[src/rtl/s386_out_logger.sv]
// s386_out_logger
// Capture stage for the s386 controller outputs. The 7-bit vector is sampled
// every clock. A timestamped record {ts, vector} is queued whenever the vector
// changes, or unconditionally on the first enabled cycle as a baseline marker.
// A consumer drains the queue over a valid/ready handshake. A record that finds
// the queue full, with no pop in the same cycle, is dropped and counted.
//
// Ports
//   CK         clock, all state updates on the rising edge
//   RST        synchronous active-high reset
//   en         logging enable; no records are pushed while low
//   in_vec     controller outputs, bit 6 = v13_D_12 ... bit 0 = v13_D_6
//   out_ready  consumer accepts the head record this cycle
//   clr_ovf    clears overflow and drop_cnt
//   out_valid  queue non-empty, head record on out_data
//   out_data   head record {timestamp, vector}, vector in bits [6:0]
//   level      current queue occupancy
//   overflow   sticky flag, set when a record is dropped
//   drop_cnt   saturating count of dropped records
module s386_out_logger #(
  parameter int DEPTH = 8,
  parameter int TS_W  = 16
) (
  input  logic                     CK,
  input  logic                     RST,
  input  logic                     en,
  input  logic [6:0]               in_vec,
  input  logic                     out_ready,
  input  logic                     clr_ovf,
  output logic                     out_valid,
  output logic [TS_W+6:0]          out_data,
  output logic [$clog2(DEPTH):0]   level,
  output logic                     overflow,
  output logic [7:0]               drop_cnt
);

  localparam int AW = $clog2(DEPTH);
  localparam int RW = TS_W + 7;

  logic [6:0]    prev;
  logic          armed;
  logic [TS_W-1:0] ts;
  logic [AW-1:0] wr_ptr;
  logic [AW-1:0] rd_ptr;
  logic [RW-1:0] mem [DEPTH];

  logic want_push;
  logic do_pop;
  logic do_push;
  logic drop;
  logic full;

  // A disarmed logger (after reset or while en is low) forces a baseline record.
  assign want_push = en && (!armed || (in_vec != prev));
  assign full      = (level == (AW+1)'(DEPTH));
  assign out_valid = (level != '0);
  assign do_pop    = out_valid && out_ready;
  // A pop in the same edge frees the slot, so a full queue still accepts.
  assign do_push   = want_push && (!full || do_pop);
  assign drop      = want_push && full && !do_pop;
  assign out_data  = mem[rd_ptr];

  // NOTE: sequential state uses non-blocking assignments so every register
  // samples the pre-edge values of the others, whatever the statement order.
  always_ff @(posedge CK) begin
    if (RST) begin
      prev     <= '0;
      armed    <= 1'b0;
      ts       <= '0;
      wr_ptr   <= '0;
      rd_ptr   <= '0;
      level    <= '0;
      overflow <= 1'b0;
      drop_cnt <= '0;
    end else begin
      prev  <= in_vec;
      armed <= en;
      ts    <= ts + 1'b1;

      if (do_push) wr_ptr <= wr_ptr + 1'b1;
      if (do_pop)  rd_ptr <= rd_ptr + 1'b1;

      case ({do_push, do_pop})
        2'b10:   level <= level + 1'b1;
        2'b01:   level <= level - 1'b1;
        default: level <= level;
      endcase

      // A drop in the same edge as a clear wins; the clear is then applied
      // before counting, leaving exactly one drop on record.
      if (drop) begin
        overflow <= 1'b1;
        if (clr_ovf)               drop_cnt <= 8'd1;
        else if (drop_cnt != 8'hFF) drop_cnt <= drop_cnt + 8'd1;
      end else if (clr_ovf) begin
        overflow <= 1'b0;
        drop_cnt <= '0;
      end
    end
  end

  // NOTE: the storage array is deliberately left out of reset; validity is
  // tracked by the pointers and level, so stale contents are never observed.
  always_ff @(posedge CK) begin
    if (!RST && do_push) mem[wr_ptr] <= {ts, in_vec};
  end

endmodule

[config.mk]
export PLATFORM = sky130hd
export DESIGN_NAME = s386_out_logger
export DESIGN_NICKNAME = d
export VERILOG_FILES = /design/src/rtl/s386_out_logger.sv
export SDC_FILE = /design/constraint.sdc
export NUM_CORES = 1
export LEC_CHECK = 0
export CAP_MARGIN = 15
export CORE_MARGIN = 3
export CORE_UTILIZATION = 26
export DETAILED_ROUTE_END_ITERATION = 8
export GPL_ROUTABILITY_DRIVEN = 0
export PLACE_DENSITY = 0.38
export SLEW_MARGIN = 0
export SYNTH_ARGS = -nofsm -noshare
export SYNTH_HDL_FRONTEND = slang
export SYNTH_SLANG_ARGS = --single-unit
[constraint.sdc]
create_clock -name CK -period 11 [get_ports CK]
set_input_delay 1.65 -clock CK [delete_from_list [all_inputs] [get_ports CK]]
set_output_delay 1.65 -clock CK [all_outputs]
set_load 0.01 [all_outputs]
# Word level (Yosys, flattened, before mapping)
# Memories as Yosys holds them, arrays and structs flattened. A register that Yosys moved wholly into a read port is not among the register bits.
# Cells that the tools add are included.
[word_totals] latchBits=0 input_bits=12 ff_bits=43 mem_bits_rw=184 romBits=0 out_inout_bits=37 word_cells=48 memories=1
[classes] reduce_logical=17 bitwise_logic=0 eq_ne=5 n_mul=0 magnitude_cmp=0 n_addsub=6 shifts=0 div=0 n_mux=11
[mem_list] name="mem" words=8 word_bits=23 rd=1 rd_ports_with_merged_regs=1 write_ports=1 line="45" source="logic [RW-1:0] mem [DEPTH];"
[ops] cell="$mux 8" count=4
[ops] cell="$add 16x1->16 const B" count=1
[ops] cell="$add 8x1->8 const B" count=1
[ops] cell="$ne 8x8->1 const B" count=1
[ops] cell="$pmux 4 s2" count=1
[ops] cell="$ne 7x7->1" count=1
[ops] cell="$add 3x1->3 const B" count=2
[ops] cell="$logic_and 1x1->1" count=6
[ops] cell="$mux 3" count=2
[ops] cell="$reduce_bool 2->1" count=3
[ops] cell="$add 4x1->4 const B" count=1
[ops] cell="$eq 4x4->1 const B" count=1
[ops] cell="$logic_not 1->1" count=4
[ops] cell="$mux 1" count=4
[ops] cell="$reduce_bool 4->1" count=1
[ops] cell="$sub 4x1->4 const B" count=1
[ops] cell="$eq 2x1->1 const B" count=1
[ops] cell="$eq 2x2->1 const B" count=1
[ops] cell="$logic_or 1x1->1" count=2
[ops] cell="$reduce_and 2->1" count=1

# Depth between registers and ports, before layout
[depth] depth_word=7 depth_mapped=10 mapped_depth_nobuf=10

# Least setup slack after synthesis
# OpenSTA, ideal clock, no wires.
[synth_path] path_type="in2reg" from="in in_vec[5]" to="mem mem[4][0] (netlist name) (enable)" setup_time_ns=0.470 path_buffers=1 cell_stages=7 required_ns=10.530 arrival_time_ns=4.897 setup_slack_ns=5.633 path_cell_list="xnor2_1 > nand4_1 > o21a_2 > and2_1 > buf_2 > nand2b_1 > nor4b_1"
[synth_via] elab_chain_cells=7
[synth_lines] item="start, declared" line="27" source="input logic [6:0] in_vec,"
[synth_lines] item="$ne 7x7->1" line="54" source="assign want_push = en && (!armed || (in_vec != prev));"
[synth_lines] item="$logic_or 1x1->1" line="54"
[synth_lines] item="$logic_and 1x1->1" line="54"
[synth_lines] item="$logic_and 1x1->1" line="59" source="assign do_push = want_push && (!full || do_pop);"
[synth_lines] item="$logic_and 1x1->1" line="105" source="if (!RST && do_push) mem[wr_ptr] <= {ts, in_vec};"
[synth_lines] item="$mux 1" line="105"
[synth_lines] item="$mux 1 (not written as such)" line="105"
[synth_lines] item="end, declared" line="45"
# No other way between the ends.

==> summary.txt <==
CTS Sinks: 230
CTS max path bufs: 3
Synth Register Bits: 230
Hold Fails Final Rpt: 0
Core Area: 33700 sq um
CTS Buf Count: 25
CTS tree: built
Yosys top cell by area: edfxtp_1
Worst hold path class: flop to flop
Root Buffer: clkbuf_16
Cell Count, Final, Fillers Out: 1025
Unique cell type count in the Yosys netlist: 43
CP Class: flop to output pin
Multi-input gate area: 2420 sq um
Commonest non-fill, non-tap cell in the layout: edfxtp_1
Main synth FF type: edfxtp_1
Diodes inserted: 0
NumNets Final: 578
DR WL/cell: 18.7 um
Yosys warning count: 0
Critical path buffers and inverters: 1
CTS H-tree lvls: 1
Global-route wire length before repair: 29700 um
Largest fanout on the critical path: 46
Grt ovf: 0
Dominant cells by area after synthesis: edfxtp_1 (62%), mux4_2 (12%), dfxtp_1 (10%)
Pwr per Cell Area: 211 nW/um^2
Post-cts resize count: 0
Seq. cell area: 6450 sq um
Via density: 4.36
Number of top-level pins: 49
GRT Total Usage: 10.7%
CP max stage cell: dfxtp_4
Share of the synthesized area in the top cell type: 61.8%
DRT antenna net count: 0
Fraction of layout cells with a size suffix above 1: 23.2%
Leakage Power: 3.38 nW
CTS clk-pin slew, worst paths: 0.06 ns
Die Area: 36700 sq um
CP startpoint kind: flop
Die W: 191 um
DRC viols: 0
Least-Margin Pin Slew: 1.04 ns
TritonRoute pass-1 iters: 4
Setup bufs post-CTS: 0
Sequential fraction of the synthesis area: 72.1%
Mapped Area: 8940 sq um
Achievable frequency: 215 MHz
VDD IR max: 0.000130 V
Max-cap violations: 0
Port Buffers: 48
Placed cells: 980
WP data arrival: 3.01 ns
Worst skew pair latency: 0.51 ns
Synth-to-layout area growth: 20.6%
CP delay by family, top: flip-flops
Pre-CTS WS: 6.12 ns
Most frequent cells in the layout: edfxtp_1 (184), clkdlybuf4s50_1 (47), mux4_2 (46)
FILL cells: 3281
Number of synthesized flops with an enable pin: 184
Critical path capture point type: output pin
Die height: 191 um
Setup ws final: 6.34 ns
Initial core utilization: 26.5%
Initial antenna violation count: 0
Status: finished, final reports clean
Largest net degree at the start of global routing: 47
DR vias: 4470
Hold-fix buffers at CTS: 0
Final-report max-slew violation count: 0
Clock skew: 0.0116 ns
Worst EP required: 9.35 ns
Post-Syn Instances: 494
Final WL: 19200 um
Period minus WS final: 4.66 ns
# setup viols final: 0
Dpl hpwl: 10700 um
Util after Layout: 32.0%
Syn Nets: 513
Mean Syn Cell Area: 18.1 sq um
Rows: 67
Relative max-transition margin: 30.4%
CP Cell Sequence: mux4_2 > mux2_2 > clkdlybuf4s50_1
RSZ-0062 raised after global routing: no
CP max stage delay: 1.03 ns
Vias in the first global route: 4851
Setup TNS: 0 ns
Tcrit/Tclk final: 42.4%
Total Power: 2.28 mW
DRT iter0 DRCs: 234
Synth async-reset ratio: 0%
kinds of logic (layout without fill, tap and decap cells):
logic type / after synthesis / in the layout / share of synthesized area [%]
flip-flops: 230 / 230 / 72.1
AND/OR/NAND/NOR: 107 / 107 / 6.23
XOR/XNOR: 26 / 26 / 2.55
multiplexers: 74 / 74 / 15.2
AO/OA/AOI/OAI: 24 / 24 / 1.61
buffers and inverters: 26 / 109 / 1.29
adder cells (fa/ha/maj): 7 / 7 / 1.06
registers in the layout, indices dropped and copies added (netlist names), named ones only:
register and count:
mem 184, drop_cnt 8, ts 16, overflow 1, armed 1, wr_ptr 3
prev 7, level 4, rd_ptr 3
tightest hold or removal path, stage by stage (launching register included):
cell and delay [ns]:
dfxtp_1 0.31, nand2b_1 0.06, a21oi_1 0.06
synthesized netlist by cell type (2+ instances only):
master    count
nand3_1       9
and2_1        2
nand2b_1      3
a21oi_1      11
clkbuf_1     11
inv_1         5
xnor2_1      17
nor4_1        2
nor3_1        3
nor4b_1       2
nand4_1       6
nor2_1       38
mux2_2       24
mux2i_1       3
nand2_1      14
o21ai_0       6
nor2b_1      11
xor2_1        9
buf_2         8
and3_1        3
or3_1         6
ha_1          6
edfxtp_1    184
dfxtp_1      46
mux4_2       46
nand3b_1      2
area by class of cell:
| class | instances | area share (%) |
|---|---|---|
| flip-flops and latches | 230 | 59.8 |
| multi-input cells | 238 | 22.4 |
| clock buffers | 37 | 6.59 |
| well taps | 448 | 5.20 |
| repair buffers | 59 | 5.18 |
| clock inverters | 8 | 0.615 |
| inverters | 5 | 0.174 |
per-layer routing:
layer  routed length (um)  global-route usage [%]
met1                 8710                    14.3
met3                  819                    1.91
met5                    0                       0
met4                  453                    3.22
met2                 9220                    17.8
where the power goes:
group | internal (mW) | leakage [nW] | total (mW) | switching, mW
clock network | 0.468 | 0.384 | 0.788 | 0.320
logic | 0.270 | 0.930 | 0.443 | 0.174
registers | 0.968 | 2.07 | 1.04 | 0.0759
total | 1.71 | 3.38 | 2.28 | 0.569
per-stage QoR:
step           hold WS (ns)  instance area [sq um]
5_1_grt               0.503                  10800
6_report              0.475                  10800
3_3_place_gp          0.464                  10000
3_5_place_dp          0.465                  10000
2_1_floorplan         0.454                   8940
4_1_cts               0.480                  10800
final timing paths:
check / startpoint / to / slack (ns) / cells past startpoint
worst max-delay path: flop / out_data[10] / 6.34 / 3
worst min-delay path: overflow / overflow / 0.47 / 2
worst max register to register: level[3] / level[3] / 8.24 / 9
worst min register to register: overflow / overflow / 0.47 / 2
Power figures use the tool's default switching activity.
